--- config.mk ---
export PLATFORM = sky130hd
export DESIGN_NAME = fifo_write_arbiter
export DESIGN_NICKNAME = d
export VERILOG_FILES = /design/src/rtl/fifo_arb_pkg.sv /design/src/rtl/rr_priority_picker.sv /design/src/rtl/fifo_write_arbiter.sv
export SDC_FILE = /design/constraint.sdc
export NUM_CORES = 1
export LEC_CHECK = 0
export BUFFER_PORTS_ARGS = -buffer_cell sky130_fd_sc_hd__buf_2
export CAP_MARGIN = 20
export CORE_MARGIN = 2
export CORE_UTILIZATION = 45
export CTS_BUF_LIST = sky130_fd_sc_hd__clkbuf_4 sky130_fd_sc_hd__clkbuf_8 sky130_fd_sc_hd__clkbuf_16
export CTS_CLUSTER_DIAMETER = 200
export DETAILED_ROUTE_END_ITERATION = 12
export PLACE_DENSITY = 0.95
export SLEW_MARGIN = 20
export SYNTH_ARGS = -nofsm -noshare
export SYNTH_HDL_FRONTEND = slang
export SYNTH_HIERARCHICAL = 1
export SYNTH_SLANG_ARGS = --single-unit
--- constraint.sdc ---
create_clock -name clk -period 5.65 [get_ports clk]
set_input_delay 1.13 -clock clk [delete_from_list [all_inputs] [get_ports clk]]
set_output_delay 1.13 -clock clk [all_outputs]
set_load 0.005 [all_outputs]
--- src/rtl/fifo_arb_pkg.sv ---
// Shared types and sizing helpers for the FIFO write-port arbiter.
package fifo_arb_pkg;

  typedef enum logic [1:0] {
    IDLE  = 2'd0,
    BURST = 2'd1,
    FLUSH = 2'd2
  } state_t;

  // Width helper that never returns 0, so single-entry configs still get a 1-bit field.
  function automatic int unsigned clog2_min1(input int unsigned n);
    return (n > 1) ? $clog2(n) : 1;
  endfunction

  localparam int unsigned NUM_REQ_DEF      = 4;
  localparam int unsigned MAX_BURST_DEF    = 4;
  localparam int unsigned FLUSH_CYCLES_DEF = 2;

  localparam int unsigned REQ_IDX_W = clog2_min1(NUM_REQ_DEF);
  localparam int unsigned BEAT_W    = clog2_min1(MAX_BURST_DEF + 1);
  localparam int unsigned FLUSH_W   = clog2_min1(FLUSH_CYCLES_DEF + 1);

endpackage

--- src/rtl/rr_priority_picker.sv ---
// Combinational round-robin picker: first set bit of valid_i searching upward from rr_ptr_i.
module rr_priority_picker #(
  parameter int unsigned NUM_REQ = 4,
  parameter int unsigned IDX_W   = 2
) (
  input  logic [NUM_REQ-1:0] valid_i,
  input  logic [IDX_W-1:0]   rr_ptr_i,
  output logic               found_o,
  output logic [IDX_W-1:0]   idx_o
);

  localparam int unsigned    SUM_W     = IDX_W + 1;
  localparam logic [IDX_W:0] NUM_REQ_W = SUM_W'(NUM_REQ);

  logic [2*NUM_REQ-1:0] doubled;
  logic [NUM_REQ-1:0]   rotated;
  logic [IDX_W-1:0]     offset;
  logic [IDX_W:0]       sum;

  // Rotating via a doubled vector keeps the select a plain part-select.
  assign doubled = {valid_i, valid_i};
  assign rotated = doubled[{1'b0, rr_ptr_i} +: NUM_REQ];

  always_comb begin
    found_o = 1'b0;
    offset  = '0;
    for (int unsigned i = NUM_REQ; i > 0; i--) begin
      if (rotated[i-1]) begin
        found_o = 1'b1;
        offset  = IDX_W'(i - 1);
      end
    end
    sum = {1'b0, offset} + {1'b0, rr_ptr_i};
    if (sum >= NUM_REQ_W) begin
      sum = sum - NUM_REQ_W;
    end
    idx_o = sum[IDX_W-1:0];
  end

endmodule

--- src/rtl/fifo_write_arbiter.sv ---
// Round-robin burst arbiter sharing one FIFO write port among NUM_REQ producers,
// with full-throttling and a timed FIFO clear sequence.
module fifo_write_arbiter
  import fifo_arb_pkg::*;
#(
  parameter  int unsigned NUM_REQ      = 4,
  parameter  int unsigned DATA_W       = 16,
  parameter  int unsigned MAX_BURST    = 4,
  parameter  int unsigned FLUSH_CYCLES = 2,
  localparam int unsigned IDX_W        = clog2_min1(NUM_REQ)
) (
  input  logic                      clk,
  input  logic                      rst,
  input  logic [NUM_REQ-1:0]        req_valid,
  input  logic [NUM_REQ-1:0]        req_last,
  input  logic [NUM_REQ*DATA_W-1:0] req_data,
  output logic [NUM_REQ-1:0]        req_ready,
  input  logic                      flush_req,
  output logic                      flush_done,
  input  logic                      fifo_full,
  output logic                      fifo_write_en,
  output logic [DATA_W-1:0]         fifo_data_in,
  output logic                      fifo_clear,
  output logic                      grant_valid,
  output logic [IDX_W-1:0]          grant_id
);

  localparam int unsigned BW = clog2_min1(MAX_BURST + 1);
  localparam int unsigned FW = clog2_min1(FLUSH_CYCLES + 1);

  localparam logic [BW-1:0]    LAST_BEAT  = BW'(MAX_BURST - 1);
  localparam logic [FW-1:0]    LAST_FLUSH = FW'(FLUSH_CYCLES - 1);
  localparam logic [IDX_W-1:0] LAST_IDX   = IDX_W'(NUM_REQ - 1);

  state_t             state_q, state_d;
  logic [IDX_W-1:0]   owner_q, owner_d;
  logic [IDX_W-1:0]   rr_ptr_q, rr_ptr_d;
  logic [BW-1:0]      beat_cnt_q, beat_cnt_d;
  logic [FW-1:0]      flush_cnt_q, flush_cnt_d;

  logic               pick_found;
  logic [IDX_W-1:0]   pick_idx;

  logic               owner_valid;
  logic               owner_last;
  logic [DATA_W-1:0]  owner_data;
  logic [NUM_REQ-1:0] owner_onehot;
  logic               accept;

  rr_priority_picker #(
    .NUM_REQ (NUM_REQ),
    .IDX_W   (IDX_W)
  ) u_picker (
    .valid_i  (req_valid),
    .rr_ptr_i (rr_ptr_q),
    .found_o  (pick_found),
    .idx_o    (pick_idx)
  );

  always_comb begin
    owner_valid  = 1'b0;
    owner_last   = 1'b0;
    owner_data   = '0;
    owner_onehot = '0;
    for (int unsigned r = 0; r < NUM_REQ; r++) begin
      if (owner_q == IDX_W'(r)) begin
        owner_valid     = req_valid[r];
        owner_last      = req_last[r];
        owner_data      = req_data[r*DATA_W +: DATA_W];
        owner_onehot[r] = 1'b1;
      end
    end
  end

  always_comb begin
    state_d       = state_q;
    owner_d       = owner_q;
    rr_ptr_d      = rr_ptr_q;
    beat_cnt_d    = beat_cnt_q;
    flush_cnt_d   = flush_cnt_q;
    accept        = 1'b0;
    req_ready     = '0;
    fifo_write_en = 1'b0;
    fifo_data_in  = '0;
    fifo_clear    = 1'b0;
    flush_done    = 1'b0;
    grant_valid   = 1'b0;
    grant_id      = '0;

    case (state_q)
      IDLE: begin
        if (flush_req) begin
          state_d     = FLUSH;
          flush_cnt_d = '0;
        end else if (pick_found) begin
          state_d    = BURST;
          owner_d    = pick_idx;
          beat_cnt_d = '0;
        end
      end

      BURST: begin
        grant_valid   = 1'b1;
        grant_id      = owner_q;
        fifo_data_in  = owner_data;
        accept        = owner_valid & ~fifo_full;
        fifo_write_en = accept;
        req_ready     = owner_onehot & {NUM_REQ{accept}};
        if (accept) begin
          beat_cnt_d = beat_cnt_q + BW'(1);
          if (owner_last || (beat_cnt_q == LAST_BEAT)) begin
            state_d    = IDLE;
            beat_cnt_d = '0;
            rr_ptr_d   = (owner_q == LAST_IDX) ? '0 : owner_q + IDX_W'(1);
          end
        end
      end

      FLUSH: begin
        fifo_clear  = 1'b1;
        flush_cnt_d = flush_cnt_q + FW'(1);
        if (flush_cnt_q == LAST_FLUSH) begin
          flush_done  = 1'b1;
          flush_cnt_d = '0;
          state_d     = IDLE;
        end
      end

      default: state_d = IDLE;
    endcase
  end

  always_ff @(posedge clk or posedge rst) begin
    if (rst) begin
      state_q     <= IDLE;
      owner_q     <= '0;
      rr_ptr_q    <= '0;
      beat_cnt_q  <= '0;
      flush_cnt_q <= '0;
    end else begin
      state_q     <= state_d;
      owner_q     <= owner_d;
      rr_ptr_q    <= rr_ptr_d;
      beat_cnt_q  <= beat_cnt_d;
      flush_cnt_q <= flush_cnt_d;
    end
  end

endmodule

* Yosys cells after proc, flatten, opt, wreduce, memory -nomap -nowiden
Index checks and enable logic that the tools add are counted.
** Word-level totals
- Bits in registers :: 11
- Latch bits :: 0
- RAM bits :: 0
- Memory bits (read-only) :: 0
- Input port bits :: 76
- Output and inout bits :: 26
- Memories :: 0
** Operators by class
- Add/sub/neg operators :: 5
- Multipliers :: 0
- Divide/modulo/power cells :: 0
- Magnitude comparators :: 1
- Equal/unequal tests :: 14
- Shifts and indexed selects :: 1
- Muxes and demuxes :: 48
- Bitwise operators :: 4
- Reduce and logical (&&, ||, !) cells :: 10
** Operators by type and width (number)
- $mux W16 :: 5
- $mux W2 :: 14
- $mux W1 :: 21
- $mux W3 :: 4
- $ne A2 B2 Y1 const B :: 6
- $reduce_and A4 Y1 :: 2
- $shiftx A8 B3 Y4 :: 1
- $eq A2 B1 Y1 const B :: 3
- $eq A2 B2 Y1 const B :: 3
- $pmux W2 S3 :: 1
- $pmux W3 S2 :: 1
- $reduce_and A3 Y1 :: 2
- $add A2 B1 Y2 const B :: 2
- $and A4 B4 Y4 :: 1
- $logic_not A2 Y1 :: 2
- $mux W4 :: 1
- $pmux W2 S2 :: 1
- $reduce_bool A2 Y1 :: 2
- $add A2 B2 Y3 :: 1
- $add A3 B1 Y3 const B :: 1
- $eq A3 B2 Y1 const B :: 1
- $ge A3 B3 Y1 const B :: 1
- $ne A3 B3 Y1 const B :: 1
- $not A1 Y1 :: 2
- 4 further kinds :: 4

* Depth between registers and ports, before layout
- Depth in word-level cells :: 9
- Depth in mapped cells :: 9
- Gate-level depth less buffers :: 9

* By module
The synthesis kept the hierarchy.
** By module, submodules not included
- fifo_write_arbiter :: instances 1, cells an instance 200, area an instance 1421.4 sq um
- rr_priority_picker :: instances 1, cells an instance 23, area an instance 180.2 sq um

* Worst setup path before layout
No wires, ideal clock.
- Path kind :: input -> output
- From :: input port req_valid[2]
- To :: output port req_ready[0]
- Arrival time :: 1.897 ns
- Required time :: 4.520 ns
- Setup slack :: 2.623 ns
- Stages :: 5
- Path buffers :: 1
- Path through :: nor3b_2 > nor3_4 > and3_1 > buf_6 > and2_1
** Between the ends
- Word-level cells in the longest chain between the ends :: 5
** Ends and longest elaborated chain
- from (decl) :: RTL line fifo_write_arbiter.sv:14 : input logic [NUM_REQ-1:0] req_valid,
- $mux W1 (2 in series) :: RTL line fifo_write_arbiter.sv:66 : if (owner_q == IDX_W'(r)) begin
- $and A1 B1 Y1 :: RTL line fifo_write_arbiter.sv:106 : accept = owner_valid & ~fifo_full;
- $and A4 B4 Y4 :: RTL line fifo_write_arbiter.sv:108 : req_ready = owner_onehot & {NUM_REQ{accept}};
- $mux W4 :: RTL line fifo_write_arbiter.sv:90 : case (state_q)
- to (decl) :: RTL line fifo_write_arbiter.sv:17 : output logic [NUM_REQ-1:0] req_ready,
No other way between the ends.

* Final worst setup path
- From :: register owner_q[1]
- To :: output port req_ready[1]
** Between the ends
- Word-level cells in the longest chain between the ends :: 8
- Elaborated cells on any way between the ends :: 12
- Classes of those cells :: eq/ne (3); mux (6); bitwise (2); reduce/logical (1)
** Ends and longest elaborated chain
- from (decl) :: RTL line fifo_write_arbiter.sv:36 : logic [IDX_W-1:0] owner_q, owner_d;
- from (signal assigned) :: RTL line fifo_write_arbiter.sv:142 : owner_q <= owner_d;
- $logic_not A2 Y1 :: RTL line fifo_write_arbiter.sv:66
- $mux W1 (4 in series) :: RTL line fifo_write_arbiter.sv:66
- $and A1 B1 Y1 :: RTL line fifo_write_arbiter.sv:106
- $and A4 B4 Y4 (*) :: RTL line fifo_write_arbiter.sv:108
- $mux W4 (*) :: RTL line fifo_write_arbiter.sv:90
Every way passes the cells marked *; elsewhere a longest branch is shown, timed or not.

==> summary by stage <==
Status
The flow ran to the end, and the final reports show no timing, DRC or antenna violations.

Yosys
After synthesis, the share of flip-flops with an asynchronous set or reset is 100.0%. The synthesized design contains 0 enable-type register cells. The area share of fa/ha/maj cells after synthesis is 5.469%.

In the synthesized netlist the dominant register cell turns out to be sky130_fd_sc_hd__dfrtp_1. The synthesized netlist devotes 1.094% of its cell area to XOR and XNOR gates. Of the post-synthesis cell area, the part taken by muxes is 3.750%. The number of nets produced by synthesis is 306. The sequential element share of the synthesized area is 17.19%. The number of different library cells in the post-synthesis netlist is 48. The simple-gate share of the synthesized area is 36.80%. The synthesized netlist occupies a cell area of 1602 sq um. For this run, the number of Yosys warnings is 6. By area, the combinational part of the netlist is dominated by simple AND/OR/NAND/NOR gates.

The complex-gate fraction of the synthesized area is 27.73%. Counting every instance in the synthesized netlist gives 223. The mean cell area of the mapped netlist is 7.182 sq um. The number of synthesized register bits is 11.

Clock network
In this run the number of H-tree levels came out at 1. The clock tree from TritonCTS is done. The longest clock path from root to sink contains 2 buffers. The cts-stage hold buffer count is 0. The buffer type at the clock tree root is sky130_fd_sc_hd__clkbuf_4. In this run the post-CTS setup repair buffer count came out at 0. Counting the buffers created by CTS gives 3. The clock net sink count is 11. The later pin in the worst-skew pair is clocked with a latency of 0.27 ns. The clock edge transition at the registers on the reported setup and hold paths is 0.07 ns. The number of gates resized after CTS was 0.

Setup path
The critical path endpoint category is an output pin. The largest fanout of any net on the critical path is 37. Traced cell by cell, the critical path runs through inv_1, ha_1, a211oi_1, o21ai_1, and3_1, and2_1, buf_2. The highest-delay cell along the critical path is sky130_fd_sc_hd__ha_1. The critical path arrival is 2.69 ns.

The type of origin of the critical path is a register. The largest single stage delay on the critical path is 0.85 ns. STA puts the critical path data required time at 4.52 ns. The classification of the worst setup path is reg -> out.

The worst register-to-register path has a depth of 7.

Detailed routing
The remaining antenna violation count is 0. The DRC violations left is 0. The violation count after the first detailed-routing iteration is 103.

The via density per instance is 5.250. The via count is 1890. The first detailed-routing pass took 4 iterations. The wire length reported by the detailed router is 4798 microns. Dividing the detail-routed wire length by the instance count gives 13.33 microns.

Floorplan
The die covers 4052 sq um. The floorplan has 21 rows. The die width is 63.66 microns.

The standard cell core area is 3390 sq um. Once the floorplan was initialized, standard cells occupied 47.25% of the core. In this run the vertical extent of the chip is 63.66 microns. For this design the top-level I/O count stands at 102.

STA
The summed negative setup slack over all endpoints is 0 ns. The final number of hold-violating endpoints is 0. The transition time at the pin with the least slew margin is 1.011 ns.

The fmax is 0.2616 GHz. In this run the tightest slew margin relative to its limit is 32.57%. The post-route worst setup slack is 1.827 ns.

Setup violations remaining at the end of the flow were counted as 0. On the final layout, the worst clock skew is 0.004069 ns. Setup repair after global routing left no endpoint under its margin. Dividing the final minimum period by the clock period gives 67.67%. The minimum period implied by the final worst setup slack is 3.823 ns. The number of max-slew violations in the final report is 0.

GRT
Entering global routing, the biggest net connects 38 pins. The via count of the first global-routing pass is 1637. The first global-routing pass estimated 7362 microns of wire. The aggregate global routing overflow is 0. For this run, the total global-route usage over all layers was measured as 22.50%. The number of antenna violations at the first check in global routing came to 0.

Final layout
After filler insertion, the fill cell instance count of the layout stands at 305. Cells with a size suffix above 1 make up 40.13% of the layout. The final cell count without fillers is 360. The most frequent standard cell in the layout excluding fill and tap cells is sky130_fd_sc_hd__buf_2. The number of inserted diodes is 0.

In the final layout, the multi-input gates occupy 1199 sq um. The final cell area excluding filler cells is 2120 sq um. In the final layout, flip-flops and latches occupy 275.3 sq um. Leaving out fill and tap cells, the most frequent cells in the layout are sky130_fd_sc_hd__buf_2, sky130_fd_sc_hd__nand2_1, sky130_fd_sc_hd__a21oi_1. The synthesis-to-layout area growth is 32.34%.

After the last flow step, the layout net total stands at 398.

Flow run
Max-cap violations in this run came to 0.

Placed design
The half-perimeter wire length after placement is 3830 microns. The number of instances in the placed design is 356. Before CTS, the worst setup slack after placement is 2.150 ns. The placed cell area is 2090 sq um.

The final weighted congestion in routability-driven placement is 0.8554. The total of buffers placed on input and output ports is 101.

Min path
The worst hold path class is reg -> reg. The cell depth of the worst min-delay path is 1.

Pwr
VDD sags by at most 0.0002084 V. Overall power consumption after layout is estimated at 0.8941 mW. In this run the power density over the cells is 421.9 nW/um^2. The total leakage power is 1.066 nW.
cell usage after synthesis (all sizes together) (5+ instances only):
cell type  number  area (sq um)
buf             7         56.30
nor3            6         52.55
nand2          37         141.4
clkbuf          9         33.78
inv            10         37.53
nand3b         15         112.6
nor2b           6         37.54
dfrtp          11         275.3
o21ai          20         103.9
and2           17         106.4
and3            5         31.28
a21oi          36         187.7
mux2            5         60.05
ha              7         87.58
nor2            6         22.52
worst paths after layout:
kind,start,end,slack [ns]
worst max-delay path,owner_q[1],req_ready[1],1.83
worst min-delay path,flush_cnt_q[0],state_q[1],0.52
worst max register to register,owner_q[1],rr_ptr_q[0],3.12
worst min register to register,flush_cnt_q[0],state_q[1],0.52
max in group asynchronous,rst,beat_cnt_q[2],4.51
min in group asynchronous,rst,state_q[1],0.84
critical path, delay by kind of cell, from the launching register on:
| family | cells | cell delay, ns |
|---|---|---|
| adders and majority gates | 1 | 0.85 |
| DFF | 1 | 0.40 |
| AOI/OAI and AO/OA | 2 | 0.35 |
| buffers and inverters | 2 | 0.24 |
| and+or+nand+nor | 2 | 0.59 |
per-layer routing:
layer / up-vias / global-route usage, % / part of all wire (%)
met4: 0 / 6.522 / 1.2
met5: - / 0 / 0
met1: 841 / 26.13 / 42
met2: 84 / 42.63 / 51
li1: 959 / - / -
met3: 6 / 2.679 / 5.9
sequential cells by signal (all words and copies together), names as in the netlist:
register	count
beat_cnt_q	3
owner_q	2
flush_cnt_q	2
rr_ptr_q	2
state_q	2
stage by stage:
step                utilization (%)  hold WS [ns]
finish                        62.53        0.5203
global route                  62.53        0.5456
CTS                           62.53        0.5245
detailed placement            61.65        0.5113
global placement              61.65        0.4855
floorplan                         -        0.4670
cells by family (layout without fill, tap and decap cells):
logic type / Yosys count / in the layout
DFF: 11 / 11
muxes: 5 / 5
adders and majority gates: 7 / 7
and+or+nand+nor: 102 / 102
xor gates and xnor gates: 2 / 2
buffers and inverters: 26 / 117
AOI/OAI and AO/OA: 70 / 70
area by class of cell:
class	count	area share (%)
multi-input combinational	186	56.55
timing repair buffer	103	24.56
sequential	11	12.99
tap	46	2.715
inverter	10	1.771
clock buffer	4	1.417
power breakdown:
part           internal (mW)  switching [mW]
registers              0.110          0.0375
logic                  0.310           0.380
clock network         0.0321          0.0252
Power figures use the tool's default switching activity.
